## src/rtl/uart_sys_pkg.sv

```systemverilog
// Shared types and sizing helpers for the UART subsystem reset sequencer.
// Widths derive from the instantiating module's timing parameters.
package uart_sys_pkg;

  typedef enum logic [2:0] {
    HOLD,
    REL,
    WAIT,
    GAP,
    DONE,
    FAULT,
    DEAD
  } state_e;

  typedef enum logic [1:0] {
    FLT_NONE,
    TIMEOUT,
    READY_LOST
  } fault_code_e;

  localparam int unsigned STAGE_MAX     = 8;
  localparam int unsigned FAULT_STAGE_W = 3;
  localparam int unsigned RETRY_W       = 4;

  function automatic int unsigned max3(input int unsigned a, input int unsigned b,
                                       input int unsigned c);
    int unsigned m;
    m = (a > b) ? a : b;
    return (m > c) ? m : c;
  endfunction

  // Counter must hold the largest of the three terminal counts.
  function automatic int unsigned cnt_width(input int unsigned hold_cyc,
                                            input int unsigned gap_cyc,
                                            input int unsigned timeout_cyc);
    return $clog2(max3(hold_cyc, gap_cyc, timeout_cyc) + 1);
  endfunction

  function automatic int unsigned idx_width(input int unsigned n_stage);
    return (n_stage > 1) ? $clog2(n_stage) : 1;
  endfunction

  localparam int unsigned CNT_W_DEFAULT = cnt_width(16, 8, 1000);
  localparam int unsigned IDX_W_DEFAULT = idx_width(3);

endpackage

```

## src/rtl/rst_seq_ctrl.sv

```systemverilog
// Reset sequencer: holds all stages in reset, releases them in ascending order
// gated by per-stage ready, with timeout/ready-loss fault handling and retries.
module rst_seq_ctrl
  import uart_sys_pkg::*;
#(
  parameter int unsigned N_STAGE     = 3,
  parameter int unsigned HOLD_CYC    = 16,
  parameter int unsigned GAP_CYC     = 8,
  parameter int unsigned TIMEOUT_CYC = 1000,
  parameter int unsigned RETRY_MAX   = 3
) (
  input  logic                     sys_clk,
  input  logic                     sys_rst,
  input  logic                     soft_rst_req,
  input  logic [N_STAGE-1:0]       stage_ready,
  output logic [N_STAGE-1:0]       stage_rst,
  output logic                     seq_done,
  output logic                     seq_busy,
  output logic                     fault,
  output logic [FAULT_STAGE_W-1:0] fault_stage,
  output logic                     fatal
);

  localparam int unsigned CNT_W = cnt_width(HOLD_CYC, GAP_CYC, TIMEOUT_CYC);
  localparam int unsigned IDX_W = idx_width(N_STAGE);

  state_e                   state;
  logic [CNT_W-1:0]         cnt;
  logic [IDX_W-1:0]         idx;
  logic [RETRY_W-1:0]       retry;

  logic [N_STAGE-1:0]       released;
  logic [N_STAGE-1:0]       lost;
  logic [FAULT_STAGE_W-1:0] lost_idx;
  logic                     lost_found;
  fault_code_e              fcode;
  logic [FAULT_STAGE_W-1:0] fcode_stage;

  // Stages already released: everything in DONE, otherwise those below idx.
  always_comb begin
    released = '0;
    for (int unsigned i = 0; i < N_STAGE; i++) begin
      if (state == DONE || i < 32'(idx)) released[i] = 1'b1;
    end
  end

  assign lost = released & ~stage_ready;

  always_comb begin
    lost_idx   = '0;
    lost_found = 1'b0;
    for (int unsigned i = 0; i < N_STAGE; i++) begin
      if (lost[i] && !lost_found) begin
        lost_idx   = FAULT_STAGE_W'(i);
        lost_found = 1'b1;
      end
    end
  end

  // Ready loss outranks timeout; the stage under test is not yet "released".
  always_comb begin
    fcode       = FLT_NONE;
    fcode_stage = '0;
    if ((state == WAIT || state == GAP || state == DONE) && lost_found) begin
      fcode       = READY_LOST;
      fcode_stage = lost_idx;
    end else if (state == WAIT && !stage_ready[idx] &&
                 cnt == CNT_W'(TIMEOUT_CYC - 1)) begin
      fcode       = TIMEOUT;
      fcode_stage = FAULT_STAGE_W'(idx);
    end
  end

  always_ff @(posedge sys_clk) begin
    if (sys_rst) begin
      state       <= HOLD;
      cnt         <= '0;
      idx         <= '0;
      retry       <= '0;
      stage_rst   <= '1;
      seq_done    <= 1'b0;
      seq_busy    <= 1'b1;
      fault       <= 1'b0;
      fault_stage <= '0;
      fatal       <= 1'b0;
    end else if (soft_rst_req && state != DEAD) begin
      state     <= HOLD;
      cnt       <= '0;
      idx       <= '0;
      retry     <= '0;
      stage_rst <= '1;
      seq_done  <= 1'b0;
      seq_busy  <= 1'b1;
      fault     <= 1'b0;
    end else if (fcode != FLT_NONE) begin
      state       <= FAULT;
      cnt         <= '0;
      stage_rst   <= '1;
      seq_done    <= 1'b0;
      seq_busy    <= 1'b0;
      fault       <= 1'b1;
      fault_stage <= fcode_stage;
    end else begin
      fault <= 1'b0;
      case (state)
        HOLD: begin
          stage_rst <= '1;
          if (cnt == CNT_W'(HOLD_CYC - 1)) begin
            cnt   <= '0;
            idx   <= '0;
            state <= REL;
          end else begin
            cnt <= cnt + 1'b1;
          end
        end
        REL: begin
          stage_rst[idx] <= 1'b0;
          cnt            <= '0;
          state          <= WAIT;
        end
        WAIT: begin
          if (stage_ready[idx]) begin
            cnt <= '0;
            if (idx < IDX_W'(N_STAGE - 1)) begin
              state <= GAP;
            end else begin
              state     <= DONE;
              stage_rst <= '0;
              seq_done  <= 1'b1;
              seq_busy  <= 1'b0;
            end
          end else begin
            cnt <= cnt + 1'b1;
          end
        end
        GAP: begin
          if (cnt == CNT_W'(GAP_CYC - 1)) begin
            cnt   <= '0;
            idx   <= idx + 1'b1;
            state <= REL;
          end else begin
            cnt <= cnt + 1'b1;
          end
        end
        DONE: begin
          stage_rst <= '0;
        end
        FAULT: begin
          stage_rst <= '1;
          cnt       <= '0;
          idx       <= '0;
          if (retry < RETRY_W'(RETRY_MAX)) begin
            retry    <= retry + 1'b1;
            seq_busy <= 1'b1;
            state    <= HOLD;
          end else begin
            fatal    <= 1'b1;
            seq_busy <= 1'b0;
            state    <= DEAD;
          end
        end
        DEAD: begin
          stage_rst <= '1;
          seq_busy  <= 1'b0;
          seq_done  <= 1'b0;
        end
        default: begin
          state     <= HOLD;
          cnt       <= '0;
          stage_rst <= '1;
          seq_busy  <= 1'b1;
          seq_done  <= 1'b0;
        end
      endcase
    end
  end

endmodule

```

## config.mk

```make
export PLATFORM = sky130hd
export DESIGN_NAME = rst_seq_ctrl
export DESIGN_NICKNAME = d
export VERILOG_FILES = /design/src/rtl/uart_sys_pkg.sv /design/src/rtl/rst_seq_ctrl.sv
export SDC_FILE = /design/constraint.sdc
export NUM_CORES = 1
export LEC_CHECK = 0
export BUFFER_PORTS_ARGS = -buffer_cell sky130_fd_sc_hd__buf_4
export CAP_MARGIN = 20
export CORE_MARGIN = 5
export CORE_UTILIZATION = 55
export CTS_BUF_LIST = sky130_fd_sc_hd__clkbuf_8
export DETAILED_ROUTE_END_ITERATION = 8
export PLACE_DENSITY = 0.88
export REMOVE_ABC_BUFFERS = 1
export SLEW_MARGIN = 5
export SYNTH_ARGS = -nofsm -noshare
export SYNTH_HDL_FRONTEND = slang
export SYNTH_SLANG_ARGS = --single-unit
```

## constraint.sdc

```tcl
create_clock -name sys_clk -period 2 [get_ports sys_clk]
set_input_delay 0.1 -clock sys_clk [delete_from_list [all_inputs] [get_ports sys_clk]]
set_output_delay 0.1 -clock sys_clk [all_outputs]
set_load 0.01 [all_outputs]
```

# After elaboration in Yosys (flattened, before gate mapping)
# Cells that the tools add are included.
# word_totals
ff_bits,29
latchBits,0
mem_bits_rw,0
mem_bits_ro,0
elab_cells,125
mem_count,0
# op_classes
add_sub_neg,3
mul,0
div_mod_pow,0
magnitude_cmp,7
eq_ne,20
n_shift,0
mux,42
n_bitwise,10
n_reduce_logical,32
# op_table
operator,n
$pmux 10 s4,1
$mux 10,3
$mux 3,10
$pmux 3 s6,1
$mux 1,17
$reduce_and 4->1,4
$pmux 3 s4,1
$reduce_and 3->1,4
$add 10x1->10 const B,1
$eq 10x10->1 const B,1
$eq 10x3->1 const B,1
$eq 10x4->1 const B,1
$eq 3x3->1 const B,3
$ne 3x3->1 const B,3
$mux 2,4
$ne 2x1->1 const B,4
$logic_and 1x1->1,7
$and 3x3->3,2
$eq 3x2->1 const B,2
$ne 3x1->1 const B,2
$not 1->1,6
$not 3->3,2
$pmux 2 s3,1
$logic_or 1x1->1,5
other kinds (23),28

# Longest topological paths before layout
# Gate-level depths: netlist of run 1.
# depth
ltp_word,16
ltp_mapped,7

# Least setup slack after synthesis of run 1
# OpenSTA, ideal clock, no wires.
# synth_timing
path_type,reg-to-reg
start,register idx[0]
end,register cnt[2]
setup_time_ns,0.143
arrival_ns,1.855
required_time_ns,1.857
slack_ns,0.002
path_stages_with_launch,7
n_path_buf,1
period_less_slack_ns,1.998
cell_sequence,dfxtp_1 mux2_4 a2111oi_4 nand4_2 nand3_1 buf_4 nor3_1
# synth_between
elab_chain_cells,15
elab_cells_between_ends,29
# synth_rtl
element,line_no,text
"start, declared",rst_seq_ctrl.sv:29,logic [IDX_W-1:0] idx;
"start signal, assigned",rst_seq_ctrl.sv:139,idx <= idx + 1'b1;
$lt 1x2->1,rst_seq_ctrl.sv:43,if (state == DONE || i < 32'(idx)) released[i] = 1'b1;
$logic_or 1x1->1,rst_seq_ctrl.sv:43,
$mux 1,rst_seq_ctrl.sv:43,
$and 3x3->3,rst_seq_ctrl.sv:47,assign lost = released & ~stage_ready;
$mux 1,rst_seq_ctrl.sv:53,if (lost[i] && !lost_found) begin
$logic_not 1->1,rst_seq_ctrl.sv:53,
$logic_and 1x1->1,rst_seq_ctrl.sv:53,
$mux 1,rst_seq_ctrl.sv:53,
$logic_not 1->1,rst_seq_ctrl.sv:53,
$logic_and 1x1->1,rst_seq_ctrl.sv:53,
$mux 1,rst_seq_ctrl.sv:53,
$logic_and 1x1->1,rst_seq_ctrl.sv:64,if ((state == WAIT || state == GAP || state == DONE) && lost_found) begin
$mux 2,rst_seq_ctrl.sv:64,
$reduce_bool 2->1,rst_seq_ctrl.sv:95,end else if (fcode != FLT_NONE) begin
$reduce_or 3->1 (no source line),--,
"end signal, assigned",rst_seq_ctrl.sv:113,cnt <= cnt + 1'b1;
"end signal, assigned",rst_seq_ctrl.sv:133,cnt <= cnt + 1'b1;
"end signal, assigned",rst_seq_ctrl.sv:142,cnt <= cnt + 1'b1;
"end, declared",rst_seq_ctrl.sv:28,logic [CNT_W-1:0] cnt;
# Parallel ways exist; a longest one is shown, timed or not. The select of a mux whose other input is x is not followed.
# A chain may end at the register's enable or synchronous reset.

# Worst setup path in the final report of run 1
# layout_timing
start,register state[1]
end,register cnt[9]
# layout_between
elab_chain_cells,15
elab_cells_between_ends,32
# layout_rtl
element,line_no,text
"start, declared",rst_seq_ctrl.sv:27,state_e state;
"start signal, assigned",rst_seq_ctrl.sv:76,state <= HOLD;
"start signal, assigned",rst_seq_ctrl.sv:87,state <= HOLD;
"start signal, assigned",rst_seq_ctrl.sv:96,state <= FAULT;
$eq 3x3->1,"rst_seq_ctrl.sv:43, rst_seq_ctrl.sv:64, rst_seq_ctrl.sv:105",
$logic_or 1x1->1,rst_seq_ctrl.sv:43,
$mux 1,rst_seq_ctrl.sv:43,
$and 3x3->3,rst_seq_ctrl.sv:47,
$mux 1,rst_seq_ctrl.sv:53,
$logic_not 1->1,rst_seq_ctrl.sv:53,
$logic_and 1x1->1,rst_seq_ctrl.sv:53,
$mux 1,rst_seq_ctrl.sv:53,
$logic_not 1->1,rst_seq_ctrl.sv:53,
$logic_and 1x1->1,rst_seq_ctrl.sv:53,
$mux 1,rst_seq_ctrl.sv:53,
$logic_and 1x1->1,rst_seq_ctrl.sv:64,
$mux 2,rst_seq_ctrl.sv:64,
$reduce_bool 2->1,rst_seq_ctrl.sv:95,
$reduce_or 3->1 (no source line),--,
# Parallel ways exist; a longest one is shown, timed or not.

==> results of run 1 <==
[placed cells by master (no fill, tap or decap), types with 3 or more instances in the layout]
cell type and instances:
dfxtp_2 3, mux2i_1 3, clkbuf_8 4, nand2_1 16, inv_1 11, xnor2_1 4
nor2b_1 8, ha_1 6, nand4_1 4, a21o_1 3, a21oi_1 11, nor2_1 15
nor3_1 18, o21ai_0 6, dfxtp_1 24, nand2b_1 3, o21ai_1 4, nand3_1 4
xor2_1 4, buf_4 33
[worst max-delay path, cell delays in order, from the launching register on]
cell and delay, ns:
dfxtp_4 0.37, buf_4 0.14, or3b_1 0.16, a21oi_1 0.13, o32ai_1 0.44, nand3_1 0.21, buf_12 0.19, a221oi_1 0.20
[registers in the layout, summed over array words and instances, names as in the netlist]
register,count
fault,1
stage_rst,3
fault_stage,2
seq_busy,1
retry,4
cnt,10
seq_done,1
fatal,1
state,3
idx,2
[cell type report]
type | instances | area, µm²
fillers | 228 | 928
repair buffers | 37 | 300
well taps | 33 | 41.3
clock buffers | 4 | 55.1
multi-input cells | 152 | 1040
flip-flops and latches | 28 | 568
inverters | 11 | 41.3
[kinds of logic (layout without fill, tap and decap cells)]
kind of cell             count (synthesis)  count (layout)  synth area share
flip-flops                              28              28             0.337
adder cells (fa/ha/maj)                  6               6            0.0451
AND/OR/NAND/NOR                         86              86             0.281
multiplexers                             4               4            0.0271
AO/OA/AOI/OAI                           47              47             0.212
XOR/XNOR                                 8               8            0.0421
other                                    1               1           0.00225
buffers and inverters                   21              52            0.0534
[cells in the mapped netlist (3+ instances only)]
library cell / number / share of area
nor2_1: 15 / 0.034
inv_1: 11 / 0.025
dfxtp_1: 28 / 0.34
nand3_1: 4 / 0.012
nor2b_1: 8 / 0.030
o21ai_0: 7 / 0.021
xor2_1: 4 / 0.021
o21ai_1: 3 / 0.0090
nand2b_1: 3 / 0.011
nor3_1: 18 / 0.054
a21o_1: 3 / 0.014
mux2i_1: 3 / 0.018
ha_1: 6 / 0.045
clkbuf_1: 6 / 0.014
a21oi_1: 13 / 0.039
xnor2_1: 4 / 0.021
nand4_1: 4 / 0.015
nand2_1: 16 / 0.036
[stage by stage]
| step | std cells | area, µm² |
|---|---|---|
| after floorplan | 191 | 1620 |
| after global placement | 258 | 1930 |
| after detailed placement | 258 | 1930 |
| after CTS | 263 | 1990 |
| after global routing | 265 | 2050 |
| final | 265 | 2050 |
[routing by layer]
metal  part of all wire  vias to the layer above  GRT usage  wire length, µm
met3              0.067                       13     0.0277              275
met2               0.46                       75      0.335             1870
met5                  0                        -          0                0
met4              0.026                        0     0.0976              107
met1               0.45                      721      0.276             1850
li1                   -                      782          -                -
[power groups by stage]
| stage | Sequential (mW) | Combinational, mW | Clock (mW) |
|---|---|---|---|
| 6_report | 0.561 | 0.0423 | 0.356 |
| 3_3_place_gp | 0.574 | 0.0390 | 0 |
| 5_1_grt | 0.561 | 0.0463 | 0.395 |
| 4_1_cts | 0.562 | 0.0408 | 0.364 |
| 2_1_floorplan | 0.574 | 0.0175 | 0 |
| 3_5_place_dp | 0.575 | 0.0389 | 0 |
[what timing repair did]
action                                 4_1_cts  5_1_grt
setup endpoints to repair                    1       15
pin swaps                                    0        5
hold buffers                                 1        0
setup buffers                                0        2
endpoints found under the hold margin        1        0
gates resized for setup                      1       12
[path summary, 6_finish.rpt]
check                                                    to  depth (start not counted)
worst min-delay path                     fatal$_SDFFE_PP0P_                          4
worst max register to register          cnt[9]$_SDFFE_PP0N_                          7
worst min register to register  fault_stage[0]$_SDFFE_PP0P_                          2
worst max-delay path                    cnt[9]$_SDFFE_PP0N_                          7
==> out/metrics.cfg, run 1 <==
[critical_path]
cp.required_ns = 2.18
r2r-start = state[1]$_SDFFE_PP0P_
worstSetupPathType = reg -> reg
crit_start = state[1]$_SDFFE_PP0P_
crit_arrival_ns = 2.12
rrSetupSlack_ns = 0.06
cp_max_fo = 12
cp-end-kind = flop
cp-start-kind = flop

[timing]
finalHoldViolations = 0
fmax_mhz = 515
setup_tns_ns = 0
rsz0062_at_grt = true
finalHoldWorstSlack_ns = 0.163
fin_worst_skew_ns = 0.0130
fin_crit_ns = 1.94
worst_slack_ns = 0.0590
fin_crit_sh = 0.971
setup_violations = 0
report.final.slew_viol_count = 0

[die]
io_pins = 16
die_width_um = 65.0
die-area_um2 = 4230
core_um2 = 2980
initial_core_util = 0.559
rows = 20
fp.dieH_um = 65.0

[logic_synthesis]
synth.distinct_cells = 50
synth-seq-cells = 28
syn-cell-area_um2 = 1660
synthArstFlopShare = 0
avgSynthCellArea_um2 = 8.28
yosys_warnings = 0
synth_ff_type = dfxtp_1
synth-edff-count = 0
seq_area_frac_synth = 0.337
postSynthCellCount = 201

[detailed_routing]
drt-total-wl_mm = 4.10
wire_per_inst_um = 15.5
vias = 1591
firstDrtPassIters = 4
ant_nets = 0
drtIter0Drc = 117
via_per_inst = 6.00
drc = 0

[cts]
cts_root_buffer = clkbuf_8
clockBufferDepth = 2
htreeDepth = 1
clkLatencyLatePin_ns = 0.28
cts_tree = yes
clk_pin_slew_ns = 0.10
cts_sinks = 28
cts-buffers-inserted = 3

[final_layout]
area_delta_synth_final_pct = 23.2
nets = 245
fin_util = 0.688
diodes = 0
drive_above_1_share = 0.241

[global_routing]
grt_pass1_vias = 1466
grt_max_degree = 16
track_usage = 0.209
antenna_found_initial = 0
grt.overflow.total = 0
grt_pass1_wl_mm = 6.93

[power]
ir_drop_mv = 0.351
switchingPower_uw = 205
p_leak_nw = 0.793
finalPower_uw = 959
pwr-share-clk = 0.371
switching_share = 0.213
seq_power_share = 0.585
combinationalPowerShare = 0.044
cellPowerDensity_nw_per_um2 = 468
p_int_uw = 754

[hold_path]
hold_path_startpoint = soft_rst_req
min_path_type = in -> reg

[place]
post-place-ws_ns = 0.0378
portBuffers = 14
gp_congestion = 0.929
hpwl_mm = 2.99

[status]
status = finished, final reports clean

[flow_run]
drv_cap = 0

(Power assumes the default switching activity.)
==> run 2: changes to the inputs <==
--- a/config.mk
+++ b/config.mk
@@ -11,7 +11,7 @@
 export CORE_UTILIZATION = 55
 export CTS_BUF_LIST = sky130_fd_sc_hd__clkbuf_8
 export DETAILED_ROUTE_END_ITERATION = 8
-export PLACE_DENSITY = 0.88
+export PLACE_DENSITY = 0.76
 export REMOVE_ABC_BUFFERS = 1
 export SLEW_MARGIN = 5
 export SYNTH_ARGS = -nofsm -noshare
==> run 2 against run 1 <==
  * Worst setup slack better by 0.039 ns
  * Die area unchanged
  * Wire length down 2.5%
  * Utilization down 1.1 points
  * Sequential share of layout area up 0.39 points
  * Combinational power up 1%
  * Via count down 1.5%
  * Worst hold slack better by 0.049 ns
  * Flip-flop and latch count unchanged
  * Sequential power about the same
  * First-iteration DRC count down 6.0%
  * Power down 5.5%
==> out/metrics.cfg, run 2 (synthesis gave the netlist of run 1 again) <==
[global_routing]
grt_pass1_wl_mm = 6.73  ; was 6.93 mm
grt_max_degree = 18  ; was 16
grt.overflow.total = 0  ; unchanged
grt_pass1_vias = 1464  ; was 1466
track_usage = 0.201  ; was 0.209
antenna_found_initial = 0  ; unchanged

[hold_path]
min_path_type = in -> reg  ; unchanged

[timing]
report.final.slew_viol_count = 0  ; unchanged
fmax_mhz = 526  ; was 515 MHz
fin_crit_ns = 1.90  ; was 1.94 ns
finalHoldViolations = 0  ; unchanged
setup_violations = 0  ; unchanged
rsz0062_at_grt = true  ; unchanged
fin_crit_sh = 0.951  ; was 0.971
fin_worst_skew_ns = 0.00310  ; was 0.0130 ns

[cts]
cts-buffers-inserted = 3  ; unchanged
htreeDepth = 1  ; unchanged
cts_tree = yes  ; unchanged
clkLatencyLatePin_ns = 0.27  ; was 0.28 ns
clockBufferDepth = 2  ; unchanged
clk_pin_slew_ns = 0.09  ; was 0.10 ns
cts_sinks = 28  ; unchanged
cts_root_buffer = clkbuf_8  ; unchanged

[final_layout]
largest_register_ffs = 10  ; unchanged
multi_input_area_um2 = 1030  ; was 1040 µm²
drive_above_1_share = 0.234  ; was 0.241
final_common_cell = buf_4  ; unchanged
reg_top3 = cnt x10, retry x4  ; unchanged
largest_register = cnt  ; unchanged
fin_util = 0.677  ; was 0.688
layout_common_cells = buf_4 (35), dfxtp_1 (23), nor3_1 (18)  ; was buf_4 (33), dfxtp_1 (24), nor3_1 (18)
nets = 245  ; unchanged
area_delta_synth_final_pct = 21.2  ; was 23.2%
regArea_um2 = 567  ; was 568 µm²
fillers = 256  ; was 228
diodes = 0  ; unchanged

[detailed_routing]
wire_per_inst_um = 15.1  ; was 15.5 µm
vias = 1567  ; was 1591
drtIter0Drc = 110  ; was 117
via_per_inst = 5.94  ; was 6.00
drt-total-wl_mm = 4.00  ; was 4.10 mm
drc = 0  ; unchanged
firstDrtPassIters = 5  ; was 4
ant_nets = 0  ; unchanged

[critical_path]
rrSetupSlack_ns = 0.1  ; was 0.06 ns
cp-start-kind = flop  ; unchanged
cp_max_fo = 7  ; was 12
worstSetupPathType = reg -> reg  ; unchanged
crit_arrival_ns = 2.10  ; was 2.12 ns
cp-end-kind = flop  ; unchanged
cp.required_ns = 2.20  ; was 2.18 ns

[die]
core_um2 = 2980  ; unchanged
die_width_um = 65.0  ; unchanged
initial_core_util = 0.559  ; unchanged
fp.dieH_um = 65.0  ; unchanged
io_pins = 16  ; unchanged
die-area_um2 = 4230  ; unchanged
rows = 20  ; unchanged

[power]
finalPower_uw = 906  ; was 959 µW
ir_drop_mv = 0.391  ; was 0.351 mV
cellPowerDensity_nw_per_um2 = 449  ; was 468 nW/µm²
p_leak_nw = 0.774  ; was 0.793 nW

[place]
gp_congestion = 0.917  ; was 0.929
portBuffers = 14  ; unchanged
hpwl_mm = 3.09  ; was 2.99 mm

[status]
status = finished, final reports clean  ; unchanged

[flow_run]
drv_cap = 0  ; unchanged

run 2: cell types whose count changed in the layout (fill, tap and decap cells not counted), sizes merged:
cell,change
clkbuf,-1
run 2: report_power, final:
group          internal, mW  switching [mW]
combinational        0.0195          0.0234
clock                 0.135           0.166
sequential            0.559         0.00239
total                 0.714           0.192
run 2: through the flow:
stage / hold slack (ns) / worst slack, ns / instance area [µm²] / TNS (ns) / std cells
finish: 0.212 / 0.0983 / 2020 / 0 / 264
CTS: 0.214 / 0.0221 / 1980 / 0 / 262
global placement: 0.277 / 0.0327 / 1930 / 0 / 258
floorplan: 0.172 / -0.317 / 1620 / -3.56 / 191
detailed placement: 0.283 / 0.00768 / 1930 / 0 / 258
global route: 0.217 / -0.0319 / 2020 / -0.114 / 264
run 2: area by class of cell:
cell class,count,area share
multi-input cells,152,0.512
flip-flops and latches,28,0.281
repair buffers,37,0.145
clock buffers,3,0.0205
inverters,11,0.0205
well taps,33,0.0205
run 2: worst max-delay path, stage by stage (launching register included):
cell       delay (ns)
dfxtp_2          0.42
mux2_4           0.33
a2111oi_4        0.38
and4_1           0.39
o21ai_1          0.10
a211oi_2         0.21
run 2: path summary, 6_finish.rpt:
check	start	end	cells past startpoint
worst max-delay path	idx[0]$_SDFFE_PP0P_	fault_stage[1]$_SDFFE_PP0P_	5
worst min-delay path	soft_rst_req	fatal$_SDFFE_PP0P_	4
worst min register to register	stage_rst[1]$_SDFFE_PP1P_	stage_rst[1]$_SDFFE_PP1P_	1
worst max register to register	idx[0]$_SDFFE_PP0P_	fault_stage[1]$_SDFFE_PP0P_	5
run 2: repair_timing:
item	CTS	global route
buffers inserted	0	2
gates cloned	0	0
gates resized for setup	1	7
pin swaps	0	2
endpoints found under the setup margin	9	15
hold buffers	1	0
endpoints found under the hold margin	1	0
run 2: per-layer routing:
metal,routed length (µm),up-vias,track usage
met5,0,-,0
met4,41,0,0.0554
met3,243,4,0.0277
met2,1850,48,0.323
met1,1860,736,0.278
li1,-,779,-
